<file path="src/rtl/vga_timing_if.sv">
// vga_timing_if: bundles the raster-timing outputs of vga_timing_gen with
// its run enable.
//   en          - run enable, driven by the consumer (slave) side
//   pix_en      - one-clk pixel strobe
//   h_cnt/v_cnt - beam coordinates (10 bits each)
//   hsync/vsync - sync outputs to the connector
//   valid       - beam is inside the visible area
//   line_start  - one-clk pulse when a new line begins
//   frame_start - one-clk pulse when a new frame begins
//   frame_cnt   - frames since reset, wraps at 256
interface vga_timing_if;
  logic       en;
  logic       pix_en;
  logic [9:0] h_cnt;
  logic [9:0] v_cnt;
  logic       hsync;
  logic       vsync;
  logic       valid;
  logic       line_start;
  logic       frame_start;
  logic [7:0] frame_cnt;

  modport master (
    input  en,
    output pix_en, h_cnt, v_cnt, hsync, vsync, valid,
           line_start, frame_start, frame_cnt
  );

  modport slave (
    output en,
    input  pix_en, h_cnt, v_cnt, hsync, vsync, valid,
           line_start, frame_start, frame_cnt
  );
endinterface

</file>
<file path="src/rtl/vga_timing_gen.sv">
// vga_timing_gen: VGA raster timing generator (default 640x480@60 Hz from a
// 100 MHz clock with a divide-by-4 pixel enable).
// Ports:
//   clk - system clock
//   rst - asynchronous, active-high reset
//   vga - vga_timing_if.master: en in; pix_en, h_cnt, v_cnt, hsync, vsync,
//         valid, line_start, frame_start, frame_cnt out
// Every output is a register loaded from the next-state counters, so all
// decoded outputs line up with h_cnt/v_cnt on the same clk.
module vga_timing_gen #(
  parameter int CLK_DIV  = 4,
  parameter int H_VIS    = 640,
  parameter int H_FP     = 16,
  parameter int H_SYNC   = 96,
  parameter int H_BP     = 48,
  parameter int V_VIS    = 480,
  parameter int V_FP     = 10,
  parameter int V_SYNC   = 2,
  parameter int V_BP     = 33,
  parameter bit SYNC_POL = 1'b0
) (
  input  logic         clk,
  input  logic         rst,
  vga_timing_if.master vga
);
  localparam int H_TOTAL = H_VIS + H_FP + H_SYNC + H_BP;
  localparam int V_TOTAL = V_VIS + V_FP + V_SYNC + V_BP;
  localparam int DIV_W   = ($clog2(CLK_DIV) < 2) ? 2 : $clog2(CLK_DIV);

  localparam logic [DIV_W-1:0] DIV_LAST = DIV_W'(CLK_DIV - 1);
  localparam logic [9:0] H_LAST   = 10'(H_TOTAL - 1);
  localparam logic [9:0] V_LAST   = 10'(V_TOTAL - 1);
  localparam logic [9:0] H_VIS_L  = 10'(H_VIS);
  localparam logic [9:0] V_VIS_L  = 10'(V_VIS);
  localparam logic [9:0] HS_START = 10'(H_VIS + H_FP);
  localparam logic [9:0] HS_END   = 10'(H_VIS + H_FP + H_SYNC);
  localparam logic [9:0] VS_START = 10'(V_VIS + V_FP);
  localparam logic [9:0] VS_END   = 10'(V_VIS + V_FP + V_SYNC);

  logic [DIV_W-1:0] div_reg, div_next;
  logic [9:0]       h_reg, h_next;
  logic [9:0]       v_reg, v_next;
  logic [7:0]       frame_reg, frame_next;
  logic             adv, line_wrap, frame_wrap;
  logic             pix_en_reg, pix_en_next;
  logic             hsync_reg, hsync_next;
  logic             vsync_reg, vsync_next;
  logic             valid_reg, valid_next;
  logic             line_start_reg, frame_start_reg;

  always_comb begin
    div_next   = div_reg;
    h_next     = h_reg;
    v_next     = v_reg;
    frame_next = frame_reg;
    adv        = 1'b0;
    line_wrap  = 1'b0;
    frame_wrap = 1'b0;

    // The pixel advances on the enabled clk that ends the divider period.
    // Keying this off the divider (rather than the registered strobe) means
    // a freeze that lands on the last divider count still advances exactly
    // once when en returns.
    if (vga.en) begin
      if (div_reg == DIV_LAST) begin
        div_next = '0;
        adv      = 1'b1;
      end else begin
        div_next = div_reg + 1'b1;
      end
    end

    if (adv) begin
      if (h_reg == H_LAST) begin
        h_next    = '0;
        line_wrap = 1'b1;
        if (v_reg == V_LAST) begin
          v_next     = '0;
          frame_wrap = 1'b1;
          frame_next = frame_reg + 8'd1;
        end else begin
          v_next = v_reg + 10'd1;
        end
      end else begin
        h_next = h_reg + 10'd1;
      end
    end

    // Strobe is high for the whole clk in which the divider sits at its
    // last count while running.
    pix_en_next = vga.en && (div_next == DIV_LAST);
    valid_next  = (h_next < H_VIS_L) && (v_next < V_VIS_L);
    hsync_next  = ((h_next >= HS_START) && (h_next < HS_END)) ? SYNC_POL : ~SYNC_POL;
    vsync_next  = ((v_next >= VS_START) && (v_next < VS_END)) ? SYNC_POL : ~SYNC_POL;
  end

  always_ff @(posedge clk or posedge rst) begin
    if (rst) begin
      div_reg         <= '0;
      h_reg           <= '0;
      v_reg           <= '0;
      frame_reg       <= '0;
      pix_en_reg      <= 1'b0;
      line_start_reg  <= 1'b0;
      frame_start_reg <= 1'b0;
      hsync_reg       <= ~SYNC_POL;
      vsync_reg       <= ~SYNC_POL;
      valid_reg       <= 1'b1;  // (0,0) is a visible pixel
    end else begin
      div_reg         <= div_next;
      h_reg           <= h_next;
      v_reg           <= v_next;
      frame_reg       <= frame_next;
      pix_en_reg      <= pix_en_next;
      line_start_reg  <= line_wrap;
      frame_start_reg <= frame_wrap;
      hsync_reg       <= hsync_next;
      vsync_reg       <= vsync_next;
      valid_reg       <= valid_next;
    end
  end

  assign vga.pix_en      = pix_en_reg;
  assign vga.h_cnt       = h_reg;
  assign vga.v_cnt       = v_reg;
  assign vga.hsync       = hsync_reg;
  assign vga.vsync       = vsync_reg;
  assign vga.valid       = valid_reg;
  assign vga.line_start  = line_start_reg;
  assign vga.frame_start = frame_start_reg;
  assign vga.frame_cnt   = frame_reg;
endmodule

</file>
<file path="src/flat_wrapper.sv">
// flat-port wrapper written by rule: the top's interface ports become plain ports
module vga_timing_gen_flat 
#(
  parameter int CLK_DIV  = 4,
  parameter int H_VIS    = 640,
  parameter int H_FP     = 16,
  parameter int H_SYNC   = 96,
  parameter int H_BP     = 48,
  parameter int V_VIS    = 480,
  parameter int V_FP     = 10,
  parameter int V_SYNC   = 2,
  parameter int V_BP     = 33,
  parameter bit SYNC_POL = 1'b0
)
  (clk, rst, vga_en, vga_pix_en, vga_h_cnt, vga_v_cnt, vga_hsync, vga_vsync, vga_valid, vga_line_start, vga_frame_start, vga_frame_cnt);
  vga_timing_if vga_i ();
  input  logic clk;
  input  logic rst;
  input wire logic [$bits(vga_i.en)-1:0] vga_en;
  output wire logic [$bits(vga_i.pix_en)-1:0] vga_pix_en;
  output wire logic [$bits(vga_i.h_cnt)-1:0] vga_h_cnt;
  output wire logic [$bits(vga_i.v_cnt)-1:0] vga_v_cnt;
  output wire logic [$bits(vga_i.hsync)-1:0] vga_hsync;
  output wire logic [$bits(vga_i.vsync)-1:0] vga_vsync;
  output wire logic [$bits(vga_i.valid)-1:0] vga_valid;
  output wire logic [$bits(vga_i.line_start)-1:0] vga_line_start;
  output wire logic [$bits(vga_i.frame_start)-1:0] vga_frame_start;
  output wire logic [$bits(vga_i.frame_cnt)-1:0] vga_frame_cnt;
  assign vga_i.en = vga_en;
  assign vga_pix_en = vga_i.pix_en;
  assign vga_h_cnt = vga_i.h_cnt;
  assign vga_v_cnt = vga_i.v_cnt;
  assign vga_hsync = vga_i.hsync;
  assign vga_vsync = vga_i.vsync;
  assign vga_valid = vga_i.valid;
  assign vga_line_start = vga_i.line_start;
  assign vga_frame_start = vga_i.frame_start;
  assign vga_frame_cnt = vga_i.frame_cnt;
  vga_timing_gen #(.CLK_DIV(CLK_DIV), .H_VIS(H_VIS), .H_FP(H_FP), .H_SYNC(H_SYNC), .H_BP(H_BP), .V_VIS(V_VIS), .V_FP(V_FP), .V_SYNC(V_SYNC), .V_BP(V_BP), .SYNC_POL(SYNC_POL)) u_core (.clk(clk), .rst(rst), .vga(vga_i));
endmodule
</file>
<file path="config.mk">
export PLATFORM = sky130hd
export DESIGN_NAME = vga_timing_gen_flat
export DESIGN_NICKNAME = d
export VERILOG_FILES = /design/src/rtl/vga_timing_if.sv /design/src/rtl/vga_timing_gen.sv /design/src/flat_wrapper.sv
export SDC_FILE = /design/constraint.sdc
export NUM_CORES = 1
export LEC_CHECK = 0
export BUFFER_PORTS_ARGS = -buffer_cell sky130_fd_sc_hd__buf_4
export CAP_MARGIN = 20
export CORE_ASPECT_RATIO = 1.1
export CORE_MARGIN = 2
export CORE_UTILIZATION = 54
export DETAILED_ROUTE_END_ITERATION = 7
export PLACE_DENSITY = 0.87
export SLEW_MARGIN = 20
export SYNTH_ARGS = -nofsm -noshare
export SYNTH_HDL_FRONTEND = slang
export SYNTH_SLANG_ARGS = --single-unit
</file>
<file path="constraint.sdc">
create_clock -name clk -period 2.79 [get_ports clk]
set_clock_uncertainty 0.05 [all_clocks]
set_input_delay 0.1395 -clock clk [delete_from_list [all_inputs] [get_ports clk]]
set_output_delay 0.1395 -clock clk [all_outputs]
set_load 0.05 [all_outputs]
</file>
==> results by group, run 1 <==
Setup path
  – Crit-path max cell delay: 0.45 ns
  – Slowest-stage cell, CP: dfrtp_1
  – CP Data Arrival Time: 2.51 ns
  – Critical path cell sequence: ha_1 > nand3_1 > nor4_4 > buf_4 > nand4_1 > xnor2_1 > and3_1 > nor3_1
  – Critical path type: reg -> reg
  – Crit. End Element: flop
  – Crit start category: flop
  – Crit path max fanout: 11
  – Worst EP required: 3.00 ns

Synth
  – Ys async rst share: 100%
  – Synth area leader: dfrtp_1
  – Post-synth EDFFs: 0
  – Largest cells by area after synthesis: dfrtp_1, xnor2_1, dfstp_2
  – Register area share after synthesis: roughly 48%
  – Yosys warnings: 0
  – Avg Cell Area, Syn: 10.4 µm²
  – Register bit total from synthesis: 36
  – Number of distinct library cells after synthesis: 43
  – Cells after synthesis: 180
  – Ys flop type: dfrtp_1
  – Syn nets: 188
  – Cell Area, Synth: 1880 µm²
  – Synth top area share: 43.9%

STA
  – Unrepaired setup endpoints after global routing: false
  – Slew Limit Fails: 0
  – Final Critical Period: 2.30 ns
  – Setup tns final: 0 ns
  – Pin slew with the least headroom to its limit: 0.438 ns
  – Endpoints failing setup: 0
  – Final Hold Viols: 0
  – Final worst slack: a little under 0.5 ns
  – Fmax: 0.435 GHz
  – Tcrit/Tclk final: 82.4%
  – Slew HR: 70.8%

GRT
  – Vias in the first global route: 1457
  – Pin count of the biggest net entering global routing: 37
  – Antenna violations before repair: 0
  – Total GRT Usage: 23.1%
  – Gr ovfl total: 0
  – First-pass GRT wire length: a little under 7000 µm

Outcome
  – Status: completed

Clock network
  – CTS sink cnt: 36
  – CTS Buf Count: 5
  – Clock-pin slew on the worst setup and hold paths: 0.11 ns
  – Clock root cell: clkbuf_4
  – TritonCTS clock tree: yes
  – Clk buf depth: 2
  – Clock Latency Late Sink: about 0.34 ns
  – Htree depth: 2

Route
  – DR DRC count: 0
  – Via/cell ratio: 5.75
  – Final wirelength: 4010 µm
  – Antenna-violating nets left: 0
  – Avg WL per Cell: 15.0 µm
  – Iteration-0 DRC Markers: 100
  – Router iterations before antenna repair: 4
  – Vias: about 1500

Die
  – Die area: 3970 µm²
  – Boundary Pins: 37
  – Row Count: 22
  – Die W: 60.3 µm
  – Core Box Area: 3330 µm²
  – Initial core utilization: 56.5%
  – Die H: 65.9 µm

Placed design
  – Dpl ws: 0.564 ns
  – HPWL after DPL: 2890 µm
  – Area after DPL: 2190 µm²
  – PortBufs: 36
  – RePlAce Congestion: 0.854

Power and ir drop
  – Peak VDD IR: approximately 700 µV
  – LEAKAGE: ~1.0 nW
  – Pwr/cell area: roughly 560 nW/µm²

Final layout
  – Final core occ: between 60% and 70%
  – Multi-input gate area: roughly 920 µm²
  – Antenna cells: 0
  – Share of layout cells above drive strength 1: 27.4%
  – Sequential Area: 905 µm²
  – Design area: 2280 µm²
  – Fillers: roughly 250
  – Final net count: approximately 230
  – Area Growth Syn to Fin: 21.2%

Worst hold path
  – Hold crit path type: in -> reg

Job
  – Maxcap violations: 0
[synthesized netlist by cell type, drive strengths merged, types with 4 or more instances]
master and number:
xnor2 12, nand4 7, nand2 16, dfrtp 33
nor2 6, clkbuf 4, ha 5, o31ai 4
xor2 5, o21ai 9, or3 4, nor3 7
and4 4, inv 5, nand3 15, buf 4
a21oi 4
[cell usage in the layout (no fill, tap or decap), types with 5 or more instances in the layout]
cell,Yosys,layout
xor2_1,5,5
nor2_1,6,6
inv_1,5,5
o21ai_0,9,9
ha_1,5,5
nor3_1,5,5
clkbuf_4,0,5
dfrtp_1,33,33
xnor2_1,12,12
buf_4,1,38
nand4_1,7,7
nand3_1,14,14
nand2_1,16,16
[routing by layer]
layer / up-vias / global-route usage [%] / share of wire [%]
li1: 730 / - / -
met1: 736 / 29.1 / 43
met2: 58 / 36.0 / 49
met3: 11 / 7.05 / 6.0
met4: 0 / 10.6 / 2.1
met5: - / 0 / 0
[per-stage QoR]
stage | hold slack [ns] | cells | total power [mW]
after floorplan | 0.254 | 180 | 0.822
after global placement | 0.216 | 258 | 0.901
after detailed placement | 0.221 | 258 | 0.911
after CTS | 0.0117 | 267 | 1.28
after global routing | 0.0234 | 267 | 1.32
final | 0.0400 | 267 | 1.27
[worst paths after layout]
| check | startpoint | end | slack [ns] | cells after the start |
|---|---|---|---|---|
| setup reg to reg | u_core.vga.h_cnt[0] | u_core.vga.valid | 0.49 | 8 |
| hold reg to reg | u_core.vga.frame_cnt[7] | u_core.vga.frame_cnt[7] | 0.43 | 1 |
| min in group asynchronous | rst | u_core.vga.v_cnt[5] | 0.40 | 4 |
| max in group asynchronous | rst | u_core.vga.hsync | 1.96 | 4 |
| hold / removal | vga_en | u_core.div_reg[0] | 0.04 | 2 |
| setup / recovery | u_core.vga.h_cnt[0] | u_core.vga.valid | 0.49 | 8 |
[final cells by class]
type                       count  area share [%]
clock buffer                   5            1.65
clock inverter                 3            1.87
inverter                       5           0.824
multi-input combinational    131            40.4
sequential                    36            39.7
tap                           48            2.64
timing repair buffer          39            13.0
[kinds of logic (layout without fill, tap and decap cells)]
family,after synthesis,after routing,share of synthesized area [%]
and+or+nand+nor,79,79,26.3
buffers and inverters,13,52,2.99
AOI/OAI and AO/OA,25,25,8.52
adders and majority gates,5,5,3.33
xor gates and xnor gates,17,17,7.92
DFF,36,36,48.1
muxes,5,5,2.79
[worst max-delay path: cells and delay by family, from the launching register on]
family        cells  cell delay (ns)
buf+inv           1             0.23
xor+xnor          1             0.18
simple gates      5             1.06
fa+ha+maj         1             0.25
flops             1             0.45
[timing repair]
item,in CTS,in global routing
hold buffers,1,0
buffers inserted,0,0
resized for setup,0,0
endpoints found under the hold margin,33,0
[report_power, final]
| group | switching (mW) | internal, mW | leakage, nW | total (mW) |
|---|---|---|---|---|
| Combinational | 0.196 | 0.0934 | 0.504 | 0.289 |
| Sequential | 0.0521 | 0.564 | 0.473 | 0.617 |
| Clock | 0.177 | 0.187 | 0.0412 | 0.364 |
No activity file was read; power rests on OpenSTA's default activity.
==> run 2: changes to the inputs <==
--- a/config.mk
+++ b/config.mk
@@ -5,11 +5,12 @@
 export SDC_FILE = /design/constraint.sdc
 export NUM_CORES = 1
 export LEC_CHECK = 0
+export ABC_AREA = 1
 export BUFFER_PORTS_ARGS = -buffer_cell sky130_fd_sc_hd__buf_4
 export CAP_MARGIN = 20
 export CORE_ASPECT_RATIO = 1.1
 export CORE_MARGIN = 2
-export CORE_UTILIZATION = 54
+export CORE_UTILIZATION = 55
 export DETAILED_ROUTE_END_ITERATION = 7
 export PLACE_DENSITY = 0.87
 export SLEW_MARGIN = 20
==> constraint.sdc (replaced) <==
create_clock -name clk -period 2.35 [get_ports clk]
set_clock_uncertainty 0.05 [all_clocks]
set_input_delay 0.1175 -clock clk [delete_from_list [all_inputs] [get_ports clk]]
set_output_delay 0.1175 -clock clk [all_outputs]
set_load 0.05 [all_outputs]
==> results by group, run 2 <==
Synth
  – Ys async rst share: 100% (unchanged)
  – Synth area leader: dfrtp_1
  – Cell Area, Synth: 2150 µm² (+14%)
  – Synth top area share: 38.5% (-5.5 points)
  – Syn nets: 292 (+55%)
  – Register bit total from synthesis: 36 (unchanged)
  – Most frequent cell after synthesis: nand2_1
  – Post-synth EDFFs: 0 (unchanged)
  – Post-synth top cells: nand2_1, inv_1, dfrtp_1
  – Avg Cell Area, Syn: 7.56 µm² (-28%)
  – Largest cells by area after synthesis: dfrtp_1, nand2_1, inv_1
  – Number of distinct library cells after synthesis: 30 (-30%)
  – Register area share after synthesis: 42.1% (-6.0 points)
  – Yosys warnings: 0 (unchanged)
  – Ys flop type: dfrtp_1
  – Cells after synthesis: 284 (+58%)

Placed design
  – Area after DPL: 2470 µm² (+13%)
  – HPWL after DPL: 3450 µm (+19%)
  – RePlAce Congestion: 0.941 (+10%)
  – PortBufs: 36 (unchanged)
  – Dpl ws: 0.362 ns (-0.201 ns)

Setup path
  – Crit. End Element: flop
  – Crit path top cell by count: nand2_1
  – Delay-heaviest family, CP: simple AND/OR/NAND/NOR gates
  – Critical path cell sequence: inv_1 > ha_1 > nand2_1 > nor2_1 > nand4_4 > nor2_8 > nand2_2 > nor2_4 > nand2_1 > xnor2_1
  – CP Data Arrival Time: 2.14 ns (-0.37 ns)
  – Crit path max fanout: 7 (-4)
  – Critical path type: reg -> reg
  – Worst EP required: 2.48 ns (-0.52 ns)
  – Crit-path max cell delay: 0.45 ns (about the same)
  – Slowest-stage cell, CP: dfrtp_1
  – Crit start category: flop
  – WP buf/inv: 1 (unchanged)

Clock network
  – Clock root cell: clkbuf_8
  – Post CTS Setup Buffer Count: 0 (unchanged)
  – Clock Latency Late Sink: 0.29 ns (-0.05 ns)
  – Clock-pin slew on the worst setup and hold paths: 0.07 ns (-0.04 ns)
  – CTS Buf Count: 5 (unchanged)
  – Clk buf depth: 2 (unchanged)
  – TritonCTS clock tree: yes
  – CTS sink cnt: 36 (unchanged)
  – Htree depth: 2 (unchanged)

Route
  – Router iterations before antenna repair: 4 (unchanged)
  – Final wirelength: 4520 µm (+13%)
  – Via/cell ratio: 4.98 (-13%)
  – Avg WL per Cell: 12.0 µm (-20%)
  – Vias: 1883 (+23%)
  – DR DRC count: 0 (unchanged)
  – Antenna-violating nets left: 0 (unchanged)
  – Iteration-0 DRC Markers: 62 (-38%)

STA
  – Slew HR: 70.8% (about the same)
  – Endpoints failing setup: 0 (unchanged)
  – Tcrit/Tclk final: 85.7% (+3.3 points)
  – WHS: 0.0100 ns (-0.0300 ns)
  – Slew Limit Fails: 0 (unchanged)
  – Final Critical Period: 2.01 ns (-0.285 ns)
  – Unrepaired setup endpoints after global routing: false
  – Final worst slack: 0.335 ns (-0.155 ns)
  – Setup tns final: 0 ns (unchanged)
  – Final Hold Viols: 0 (unchanged)
  – Pin slew with the least headroom to its limit: 0.438 ns (-0.000407 ns)
  – Fmax: 0.496 GHz (+14%)

Final layout
  – Final core occ: 70.4% (+2.0 points)
  – Antenna cells: 0 (unchanged)
  – Leading cell type in the layout, fill and taps excluded: nand2_1
  – Commonest non-fill, non-tap cells in the layout: nand2_1, inv_1, buf_4
  – Fillers: 310 (+23%)
  – Share of layout cells above drive strength 1: 20.7% (-6.7 points)
  – Final net count: 335 (+48%)
  – Design area: 2590 µm² (+14%)
  – Sequential Area: 905 µm² (unchanged)
  – Multi-input gate area: 1030 µm² (+12%)
  – Area Growth Syn to Fin: 20.7%

Die
  – Die H: 69.5 µm (+5.5%)
  – Row Count: 23 (+4.5%)
  – Core Box Area: 3680 µm² (+11%)
  – Initial core utilization: 58.3% (+1.8 points)
  – Boundary Pins: 37 (unchanged)
  – Die W: 63.6 µm (+5.5%)
  – Die area: 4420 µm² (+11%)

Power and ir drop
  – Peak VDD IR: 446 µV (-36%)
  – LEAKAGE: 1.44 nW (+41%)
  – Pwr/cell area: 807 nW/µm² (+45%)

GRT
  – First-pass GRT wire length: 7900 µm (+16%)
  – Antenna violations before repair: 0 (unchanged)
  – Vias in the first global route: 1828 (+25%)
  – Pin count of the biggest net entering global routing: 37 (unchanged)
  – Gr ovfl total: 0 (unchanged)
  – Total GRT Usage: 22.7% (-0.48 points)

Worst hold path
  – Hold crit path type: in -> reg

Job
  – Maxcap violations: 0 (unchanged)

Outcome
  – Status: completed
## run 2: worst reg2reg max path, cell delays in order, from the launching register on
cell	delay [ns]
dfrtp_1	0.45
inv_1	0.16
ha_1	0.16
nand2_1	0.05
nor2_1	0.21
nand4_4	0.21
nor2_8	0.20
nand2_2	0.08
nor2_4	0.12
nand2_1	0.09
xnor2_1	0.13
## run 2: final timing paths
kind	depth (start not counted)	to	slack, ns	from
setup / recovery	10	u_core.vga.frame_cnt[5]	0.34	u_core.vga.v_cnt[0]
hold / removal	2	u_core.div_reg[0]	0.01	vga_en
setup reg to reg	10	u_core.vga.frame_cnt[5]	0.34	u_core.vga.v_cnt[0]
hold reg to reg	1	u_core.vga.frame_cnt[7]	0.42	u_core.vga.frame_cnt[7]
max in group asynchronous	4	u_core.vga.vsync	1.47	rst
min in group asynchronous	4	u_core.vga.frame_cnt[7]	0.44	rst
## run 2: timing repair
item                                    in CTS  in global routing
endpoints found under the setup margin       0                  0
gates resized for setup                      0                  0
endpoints found under the hold margin       33                  0
hold buffers                                 1                  0
## run 2: final cells by class
class	count	share of cell area [%]
Inverter	52	7.63
Sequential cell	36	34.9
Clock buffer	5	2.65
Clock inverter	3	1.64
Multi-Input combinational cell	194	39.7
Tap cell	50	2.41
Timing Repair Buffer	38	11.1
## run 2: kinds of logic after synthesis
logic type	after synthesis	share of synthesized area [%]
compound gates	13	3.20
xor+xnor	8	3.26
fa+ha+maj	5	2.91
buf+inv	54	9.96
flops	36	42.1
mux	1	0.524
simple gates	167	38.0
## run 2: routing by layer
metal  track usage (%)  up-vias  routed length, µm  share of wire, %
li1                  -      970                  -                 -
met1              28.3      865               2000                44
met2              37.8       40               2260                50
met4              9.18        0                 78               1.7
met5                 0        -                  0                 0
met3              5.03        8                182               4.0
## run 2: report_power, final
part | internal, mW | leakage (nW) | switching (mW) | total (mW)
clock network | 0.314 | 0.0541 | 0.220 | 0.533
registers | 0.701 | 0.413 | 0.107 | 0.808
logic | 0.212 | 0.973 | 0.540 | 0.752
total | 1.23 | 1.44 | 0.866 | 2.09
## run 2: per-stage QoR
step	total power, mW	std cells
3_3_place_gp	1.55	369
5_1_grt	2.22	378
6_report	2.09	378
2_1_floorplan	1.37	284
4_1_cts	2.10	378
3_5_place_dp	1.56	369
